**config.mk**
```make
export PLATFORM = sky130hd
export DESIGN_NAME = pixel_frame_gate_flat
export DESIGN_NICKNAME = d
export VERILOG_FILES = /design/src/rtl/pixel_frame_gate_pkg.sv /design/src/rtl/pixel_frame_gate_if.sv /design/src/rtl/pixel_frame_gate_line_frame_counter.sv /design/src/rtl/pixel_frame_gate.sv /design/src/flat_wrapper.sv
export SDC_FILE = /design/constraint.sdc
export NUM_CORES = 1
export LEC_CHECK = 0
export BUFFER_PORTS_ARGS = -buffer_cell sky130_fd_sc_hd__buf_2
export CORE_MARGIN = 2
export CORE_UTILIZATION = 51
export CTS_CLUSTER_DIAMETER = 60
export DETAILED_ROUTE_END_ITERATION = 7
export GPL_ROUTABILITY_DRIVEN = 0
export HOLD_SLACK_MARGIN = 0.1
export PLACE_DENSITY = 0.8
export SETUP_SLACK_MARGIN = 0.3
export SLEW_MARGIN = 20
export SYNTH_ARGS = -nofsm -noshare
export SYNTH_HDL_FRONTEND = slang
export SYNTH_SLANG_ARGS = --single-unit
export TNS_END_PERCENT = 20
```
**constraint.sdc**
```tcl
create_clock -name clk -period 2.1 [get_ports clk]
set_input_delay 0.42 -clock clk [delete_from_list [all_inputs] [get_ports clk]]
set_output_delay 0.42 -clock clk [all_outputs]
set_load 0.005 [all_outputs]
```
**src/rtl/pixel_frame_gate_pkg.sv**
```systemverilog
// Shared types and constants for the pixel frame gate and its line/frame counter.
package pixel_pkg;

    localparam int PIXEL_W = 10;
    localparam int CNT_W   = 12;

    typedef enum logic [1:0] {
        IDLE,
        SYNC,
        WAIT_SOF,
        FRAME
    } gate_state_t;

    localparam int GEOM_COL_BIT = 0;
    localparam int GEOM_ROW_BIT = 1;

endpackage

```
**src/rtl/pixel_frame_gate_if.sv**
```systemverilog
// Camera-side stream into the gate and the gated stream out to the histogram.
interface pixel_frame_gate_if;
    import pixel_pkg::*;

    logic               frame_valid_i;
    logic               line_valid_i;
    logic [PIXEL_W-1:0] pixel_data_i;
    logic               frame_valid_o;
    logic               line_valid_o;
    logic [PIXEL_W-1:0] pixel_data_o;

    modport master (
        output frame_valid_i, line_valid_i, pixel_data_i,
        input  frame_valid_o, line_valid_o, pixel_data_o
    );

    modport slave (
        input  frame_valid_i, line_valid_i, pixel_data_i,
        output frame_valid_o, line_valid_o, pixel_data_o
    );

endinterface

```
**src/rtl/pixel_frame_gate_line_frame_counter.sv**
```systemverilog
// Edge detection, column/row counting and geometry compare for one passed frame.
module line_frame_counter
    import pixel_pkg::*;
#(
    parameter int EXP_COLS = 1920,
    parameter int EXP_ROWS = 1280
) (
    input  logic             clk,
    input  logic             reset,
    input  logic             frame_valid,
    input  logic             line_valid,
    input  logic             start,
    input  logic             active,
    output logic [CNT_W-1:0] col,
    output logic [CNT_W-1:0] row,
    output logic             sol,
    output logic             eol,
    output logic             sof,
    output logic             eof,
    output logic             col_err,
    output logic             row_err
);

    localparam logic [CNT_W-1:0] COL_MAX    = '1;
    localparam logic [CNT_W-1:0] EXP_COLS_C = CNT_W'(EXP_COLS);
    localparam logic [CNT_W-1:0] EXP_ROWS_C = CNT_W'(EXP_ROWS);

    logic             fv_d;
    logic             lv_d;
    logic             lv_q;
    logic [CNT_W-1:0] col_q;
    logic [CNT_W-1:0] row_q;
    logic [CNT_W-1:0] row_end;

    // A line only exists inside the frame, so a frame falling edge also closes an open line.
    assign lv_q = frame_valid & line_valid;
    assign sof  = frame_valid & ~fv_d;
    assign eof  = ~frame_valid & fv_d;
    assign sol  = lv_q & ~lv_d;
    assign eol  = ~lv_q & lv_d;

    assign col = sol   ? '0 : col_q;
    assign row = start ? '0 : row_q;

    assign row_end = row_q + {{(CNT_W-1){1'b0}}, eol};
    assign col_err = active & eol & (col_q != EXP_COLS_C);
    assign row_err = active & eof & (row_end != EXP_ROWS_C);

    always_ff @(posedge clk or posedge reset) begin
        if (reset) begin
            fv_d <= 1'b0;
            lv_d <= 1'b0;
        end else begin
            fv_d <= frame_valid;
            lv_d <= lv_q;
        end
    end

    always_ff @(posedge clk or posedge reset) begin
        if (reset) begin
            col_q <= '0;
            row_q <= '0;
        end else if (start) begin
            col_q <= lv_q ? CNT_W'(1) : '0;
            row_q <= '0;
        end else if (active) begin
            if (eol) begin
                col_q <= '0;
                row_q <= row_q + CNT_W'(1);
            end else if (lv_q && (col_q != COL_MAX)) begin
                col_q <= col_q + CNT_W'(1);
            end
        end
    end

endmodule

```
**src/rtl/pixel_frame_gate.sv**
```systemverilog
// Passes exactly one complete camera frame per arm pulse; optional ROI crop via PIXEL_FRAME_GATE_ROI_EN.
module pixel_frame_gate
    import pixel_pkg::*;
#(
    parameter int EXP_COLS = 1920,
    parameter int EXP_ROWS = 1280
) (
    input  logic              clk,
    input  logic              reset,
    input  logic              en,
    pixel_frame_gate_if.slave cam,
    input  logic [CNT_W-1:0]  roi_x0,
    input  logic [CNT_W-1:0]  roi_x1,
    input  logic [CNT_W-1:0]  roi_y0,
    input  logic [CNT_W-1:0]  roi_y1,
    output logic              frame_done,
    output logic [15:0]       frame_count,
    output logic [1:0]        geom_err
);

    gate_state_t      state;
    gate_state_t      state_nx;
    logic             arm_pending;
    logic             arm_pending_nx;
    logic             start;
    logic             active;
    logic             pass;
    logic             roi_ok;
    logic             pix_ok;
    logic [CNT_W-1:0] col;
    logic [CNT_W-1:0] row;
    logic             sol;
    logic             eol;
    logic             sof;
    logic             eof;
    logic             col_err;
    logic             row_err;
    logic             unused_sig;

    line_frame_counter #(
        .EXP_COLS (EXP_COLS),
        .EXP_ROWS (EXP_ROWS)
    ) u_counter (
        .clk         (clk),
        .reset       (reset),
        .frame_valid (cam.frame_valid_i),
        .line_valid  (cam.line_valid_i),
        .start       (start),
        .active      (active),
        .col         (col),
        .row         (row),
        .sol         (sol),
        .eol         (eol),
        .sof         (sof),
        .eof         (eof),
        .col_err     (col_err),
        .row_err     (row_err)
    );

    // The start cycle already passes its pixel, so outputs track the input with one register of delay.
    assign active = (state == FRAME);
    assign start  = (state == WAIT_SOF) && sof;
    assign pass   = active | start;

    always_ff @(posedge clk or posedge reset) begin
        if (reset) begin
            state       <= IDLE;
            arm_pending <= 1'b0;
        end else begin
            state       <= state_nx;
            arm_pending <= arm_pending_nx;
        end
    end

    always_comb begin
        state_nx       = state;
        arm_pending_nx = arm_pending;
        case (state)
            IDLE: begin
                if (en) state_nx = cam.frame_valid_i ? SYNC : WAIT_SOF;
            end
            SYNC: begin
                if (en) arm_pending_nx = 1'b1;
                if (!cam.frame_valid_i) state_nx = WAIT_SOF;
            end
            WAIT_SOF: begin
                if (en) arm_pending_nx = 1'b1;
                if (sof) begin
                    state_nx       = FRAME;
                    arm_pending_nx = 1'b0;
                end
            end
            FRAME: begin
                if (en) arm_pending_nx = 1'b1;
                if (eof) state_nx = (arm_pending | en) ? WAIT_SOF : IDLE;
            end
            default: state_nx = IDLE;
        endcase
    end

`ifdef PIXEL_FRAME_GATE_ROI_EN
    logic [CNT_W-1:0] x0_q, x1_q, y0_q, y1_q;
    logic [CNT_W-1:0] x0, x1, y0, y1;

    // Bounds are frozen at frame entry; the entry cycle itself uses the live ports.
    assign x0 = start ? roi_x0 : x0_q;
    assign x1 = start ? roi_x1 : x1_q;
    assign y0 = start ? roi_y0 : y0_q;
    assign y1 = start ? roi_y1 : y1_q;

    always_ff @(posedge clk or posedge reset) begin
        if (reset) begin
            x0_q <= '0;
            x1_q <= '0;
            y0_q <= '0;
            y1_q <= '0;
        end else if (start) begin
            x0_q <= roi_x0;
            x1_q <= roi_x1;
            y0_q <= roi_y0;
            y1_q <= roi_y1;
        end
    end

    assign roi_ok     = (col >= x0) && (col <= x1) && (row >= y0) && (row <= y1);
    assign unused_sig = eol;
`else
    assign roi_ok     = 1'b1;
    assign unused_sig = ^{col, row, roi_x0, roi_x1, roi_y0, roi_y1, eol};
`endif

    assign pix_ok = pass & cam.frame_valid_i & cam.line_valid_i & roi_ok;

    always_ff @(posedge clk or posedge reset) begin
        if (reset) begin
            cam.frame_valid_o <= 1'b0;
            cam.line_valid_o  <= 1'b0;
            cam.pixel_data_o  <= '0;
            frame_done        <= 1'b0;
            frame_count       <= '0;
        end else begin
            cam.frame_valid_o <= pass & cam.frame_valid_i;
            cam.line_valid_o  <= pix_ok;
            cam.pixel_data_o  <= pix_ok ? cam.pixel_data_i : '0;
            frame_done        <= active & eof;
            if (active && eof) frame_count <= frame_count + 16'd1;
        end
    end

    always_ff @(posedge clk or posedge reset) begin
        if (reset) begin
            geom_err <= '0;
        end else if (start) begin
            geom_err <= '0;
        end else begin
            if (col_err) geom_err[GEOM_COL_BIT] <= 1'b1;
            if (row_err) geom_err[GEOM_ROW_BIT] <= 1'b1;
        end
    end

endmodule

```
**src/flat_wrapper.sv**
```systemverilog
// flat-port wrapper written by rule: the top's interface ports become plain ports
module pixel_frame_gate_flat import pixel_pkg::*;
#(
    parameter int EXP_COLS = 1920,
    parameter int EXP_ROWS = 1280
)
  (clk, reset, en, roi_x0, roi_x1, roi_y0, roi_y1, frame_done, frame_count, geom_err, cam_frame_valid_i, cam_line_valid_i, cam_pixel_data_i, cam_frame_valid_o, cam_line_valid_o, cam_pixel_data_o);
  pixel_frame_gate_if cam_i ();
  input  logic clk;
  input  logic reset;
  input  logic en;
  input  logic [CNT_W-1:0] roi_x0;
  input  logic [CNT_W-1:0] roi_x1;
  input  logic [CNT_W-1:0] roi_y0;
  input  logic [CNT_W-1:0] roi_y1;
  output logic frame_done;
  output logic [15:0] frame_count;
  output logic [1:0] geom_err;
  input wire logic [$bits(cam_i.frame_valid_i)-1:0] cam_frame_valid_i;
  input wire logic [$bits(cam_i.line_valid_i)-1:0] cam_line_valid_i;
  input wire logic [$bits(cam_i.pixel_data_i)-1:0] cam_pixel_data_i;
  output wire logic [$bits(cam_i.frame_valid_o)-1:0] cam_frame_valid_o;
  output wire logic [$bits(cam_i.line_valid_o)-1:0] cam_line_valid_o;
  output wire logic [$bits(cam_i.pixel_data_o)-1:0] cam_pixel_data_o;
  assign cam_i.frame_valid_i = cam_frame_valid_i;
  assign cam_i.line_valid_i = cam_line_valid_i;
  assign cam_i.pixel_data_i = cam_pixel_data_i;
  assign cam_frame_valid_o = cam_i.frame_valid_o;
  assign cam_line_valid_o = cam_i.line_valid_o;
  assign cam_pixel_data_o = cam_i.pixel_data_o;
  pixel_frame_gate #(.EXP_COLS(EXP_COLS), .EXP_ROWS(EXP_ROWS)) u_core (.clk(clk), .reset(reset), .en(en), .cam(cam_i), .roi_x0(roi_x0), .roi_x1(roi_x1), .roi_y0(roi_y0), .roi_y1(roi_y1), .frame_done(frame_done), .frame_count(frame_count), .geom_err(geom_err));
endmodule
```
==> reports/metrics.cfg <==
[run_status]
outcome=complete, no violations

[power_and_ir_drop]
leakage_nw=1.64
seqPwrFrac_pct=48.5
power_density_mw_per_mm2=830
p_int_mw=2.11
p_comb_share_pct=17.1
swShare_pct=29.6
p_total_mw=3.00
p_sw_mw=0.889
clkPwrFrac_pct=34.3
irDropWorstVdd_uv=442

[worst_setup_path]
crit_arrival_ps=2040
crit_path_end_kind=register
critPathLaunchType=register
critPathSlowestCell=dfrtp_1
r2r_cells=7
reg2reg_setup_slack_ps=280
worstPathRequired_ps=2330
cp_cell_sequence=a21boi_4 > ha_4 > ha_4 > nor4_2 > a21oi_1 > a2111oi_2 > a31oi_1
cpPeakStageDelay_ps=390
rr_startpoint=u_core.u_counter.lv_d$_DFF_PP0_
rr_endpoint=u_core.geom_err[1]$_DFFE_PP0P_
crit_top_cell=ha_4
critPathMaxFanout=5
worst-setup-path-type=register to register

[worst_hold_path]
hold_path_class=input port to asynchronous set/reset pin

[global_routing]
globalRouteOverflowTotal=0
first_global_vias=2166
grt_max_degree=36
grt_pass1_wl_um=10200
grt_use_total_pct=21.4
antenna_found_initial=0

[synth]
syn_avg_cell_area_um2=10.2
ys_async_sr_fraction_pct=100
synth_flop_cell=dfrtp_1
syn_area_mm2=0.00293
yosysWarnings=0
syn-instance-count=287
synth_area_leaders=dfrtp_1 (51%), xnor2_1 (7.2%), nor2_1 (3.6%)
syn_nets=356
synth-seq-cells=60
synthDominantCellAreaShare_pct=51.3
synth_largest_area_cell=dfrtp_1
ys_types=47
ys_seq_area_share_pct=51.3
synth_edf_count=0

[timing]
maxSlewViolCount=0
tns_ps=0
finClkSkew_ps=4.38
whs_ps=207
period_share_pct=86.5
slew_headroom_pct=48.9
period_needed_ps=1820
finalHoldViolCount=0
setup_slack_ps=283
fmax_mhz=550
worst_pin_slew_ps=764
setup_viol=0
rsz0062_at_grt=yes

[cts]
cts_max_level=3
cts_tree=built
clock_latency_ps=350
hold_buffers=0
clock_path_buffers=2
cts_root_buf=clkbuf_8
clock-sinks=60
cts_buffers=9
clkTransAtPathRegs_ps=70

[finish]
layout.nets=416
final_common_cell=dfrtp_1
antenna_cells=0
layout_common_cells=dfrtp_1 (58), buf_2 (45), nor2_1 (28)
nFillCells=402
syn_to_final_growth_pct=23.4
drive_gt1_share_pct=29.1

[floorplanning]
fp.dieW_um=79.7
rows=27
ioPinCount=94
die_y_um=79.7
core_mm2=0.00551
initial_core_util_pct=53.1
fp.dieArea_mm2=0.00636

[drt]
firstDrtPassIters=5
ant_nets=0
drt_iter0_markers=186
detail_route.wl_per_cell_um=15.2
routed_via_density=5.60
post-route-drc-count=0
wirelength_um=6440
vias=2367

[place]
post-place-ws_ps=34.5
dp_hpwl_um=4180
io_buffer_count=45

[flow_run]
maxCapViolCount=0

-- cell families (layout without fill, tap and decap cells) --
kind of cell             after synthesis  after routing  share of synthesized area, %
AO/OA/AOI/OAI                         34             34                          7.74
XOR/XNOR                              31             31                          9.28
adder cells (fa/ha/maj)                6              6                          2.57
buffers and inverters                 20             84                          3.04
flip-flops                            60             60                          51.3
multiplexers                           3              3                          1.07
AND/OR/NAND/NOR                      133            133                          25.0
-- stage by stage --
stage | cell area [um^2] | util [%] | std cells
global placement | 3270 | 59.4 | 401
finish | 3610 | 65.6 | 423
floorplan | 2940 | - | 287
CTS | 3500 | 63.6 | 417
detailed placement | 3270 | 59.4 | 401
global route | 3610 | 65.6 | 423
-- area by class of cell --
cell class / instances / area, um^2 / share of cell area, %
multi-input combinational: 207 / 1430 / 39.6
tap: 72 / 90.1 / 2.49
timing repair buffer: 61 / 362 / 10.0
clock inverter: 5 / 52.6 / 1.46
clock buffer: 10 / 138 / 3.81
sequential: 60 / 1500 / 41.6
inverter: 8 / 36.3 / 1.00
-- how the worst max path moves through the flow --
stage | from | endpoint | slack, ps | cells past startpoint
after CTS | u_core.u_counter.lv_d$_DFF_PP0_ | u_core.geom_err[1]$_DFFE_PP0P_ | 180 | 7
after detailed placement | cam_line_valid_i | u_core.geom_err[1]$_DFFE_PP0P_ | 30 | 8
final | u_core.u_counter.lv_d$_DFF_PP0_ | u_core.geom_err[1]$_DFFE_PP0P_ | 280 | 7
after global placement | cam_line_valid_i | u_core.geom_err[1]$_DFFE_PP0P_ | 40 | 8
after global routing | u_core.u_counter.lv_d$_DFF_PP0_ | u_core.geom_err[1]$_DFFE_PP0P_ | 210 | 7
after floorplan | u_core.u_counter.lv_d$_DFF_PP0_ | u_core.geom_err[1]$_DFFE_PP0P_ | 230 | 7
-- power groups by stage --
stage / sequential (mW) / combinational, mW / clock [mW]
after CTS: 1.45 / 0.480 / 1.05
final: 1.46 / 0.514 / 1.03
after detailed placement: 1.46 / 0.456 / 0
after floorplan: 1.42 / 0.302 / 0
after global routing: 1.48 / 0.585 / 1.10
after global placement: 1.46 / 0.429 / 0
-- Yosys cell counts (4+ instances only) --
master / number
o21ai_1: 4
ha_1: 6
nand2b_1: 4
nor4_1: 6
dfrtp_1: 60
and2_1: 14
nand2_1: 22
nand3_1: 14
nor2_1: 28
and3_1: 4
xor2_1: 7
or3_1: 4
xnor2_1: 24
clkbuf_1: 7
nand4_1: 13
a21oi_1: 7
inv_1: 7
o21ai_0: 9
nor3_1: 8
-- what timing repair did --
action                                  4_1_cts  5_1_grt
endpoints found under the setup margin        2       17
pin swaps                                     5        4
buffers inserted                              1        6
hold endpoints to repair                      0        0
gates resized for setup                       5       13
-- flip-flops by register name, indices dropped and copies added, names as in the netlist, 2 cells and up --
| signal | count |
|---|---|
| u_core.state | 2 |
| u_core.frame_count | 16 |
| u_core.u_counter.col_q | 12 |
| u_core.u_counter.row_q | 12 |
| u_core.geom_err | 2 |
| u_core.cam.pixel_data_o | 10 |
-- worst max-delay path: cells and delay by family (launching register included) --
family / cells / cell delay (ps)
AND/OR/NAND/NOR: 1 / 260
AO/OA/AOI/OAI: 4 / 690
flip-flops: 1 / 390
adder cells (fa/ha/maj): 2 / 350
-- routing by layer --
layer,wire (um),vias to the layer above,GRT usage (%)
li1,-,1128,-
met1,2760,1129,27.1
met2,3060,95,33.4
met3,457,15,6.45
met4,157,0,10.7
met5,0,-,0
(Power assumes the default switching activity.)
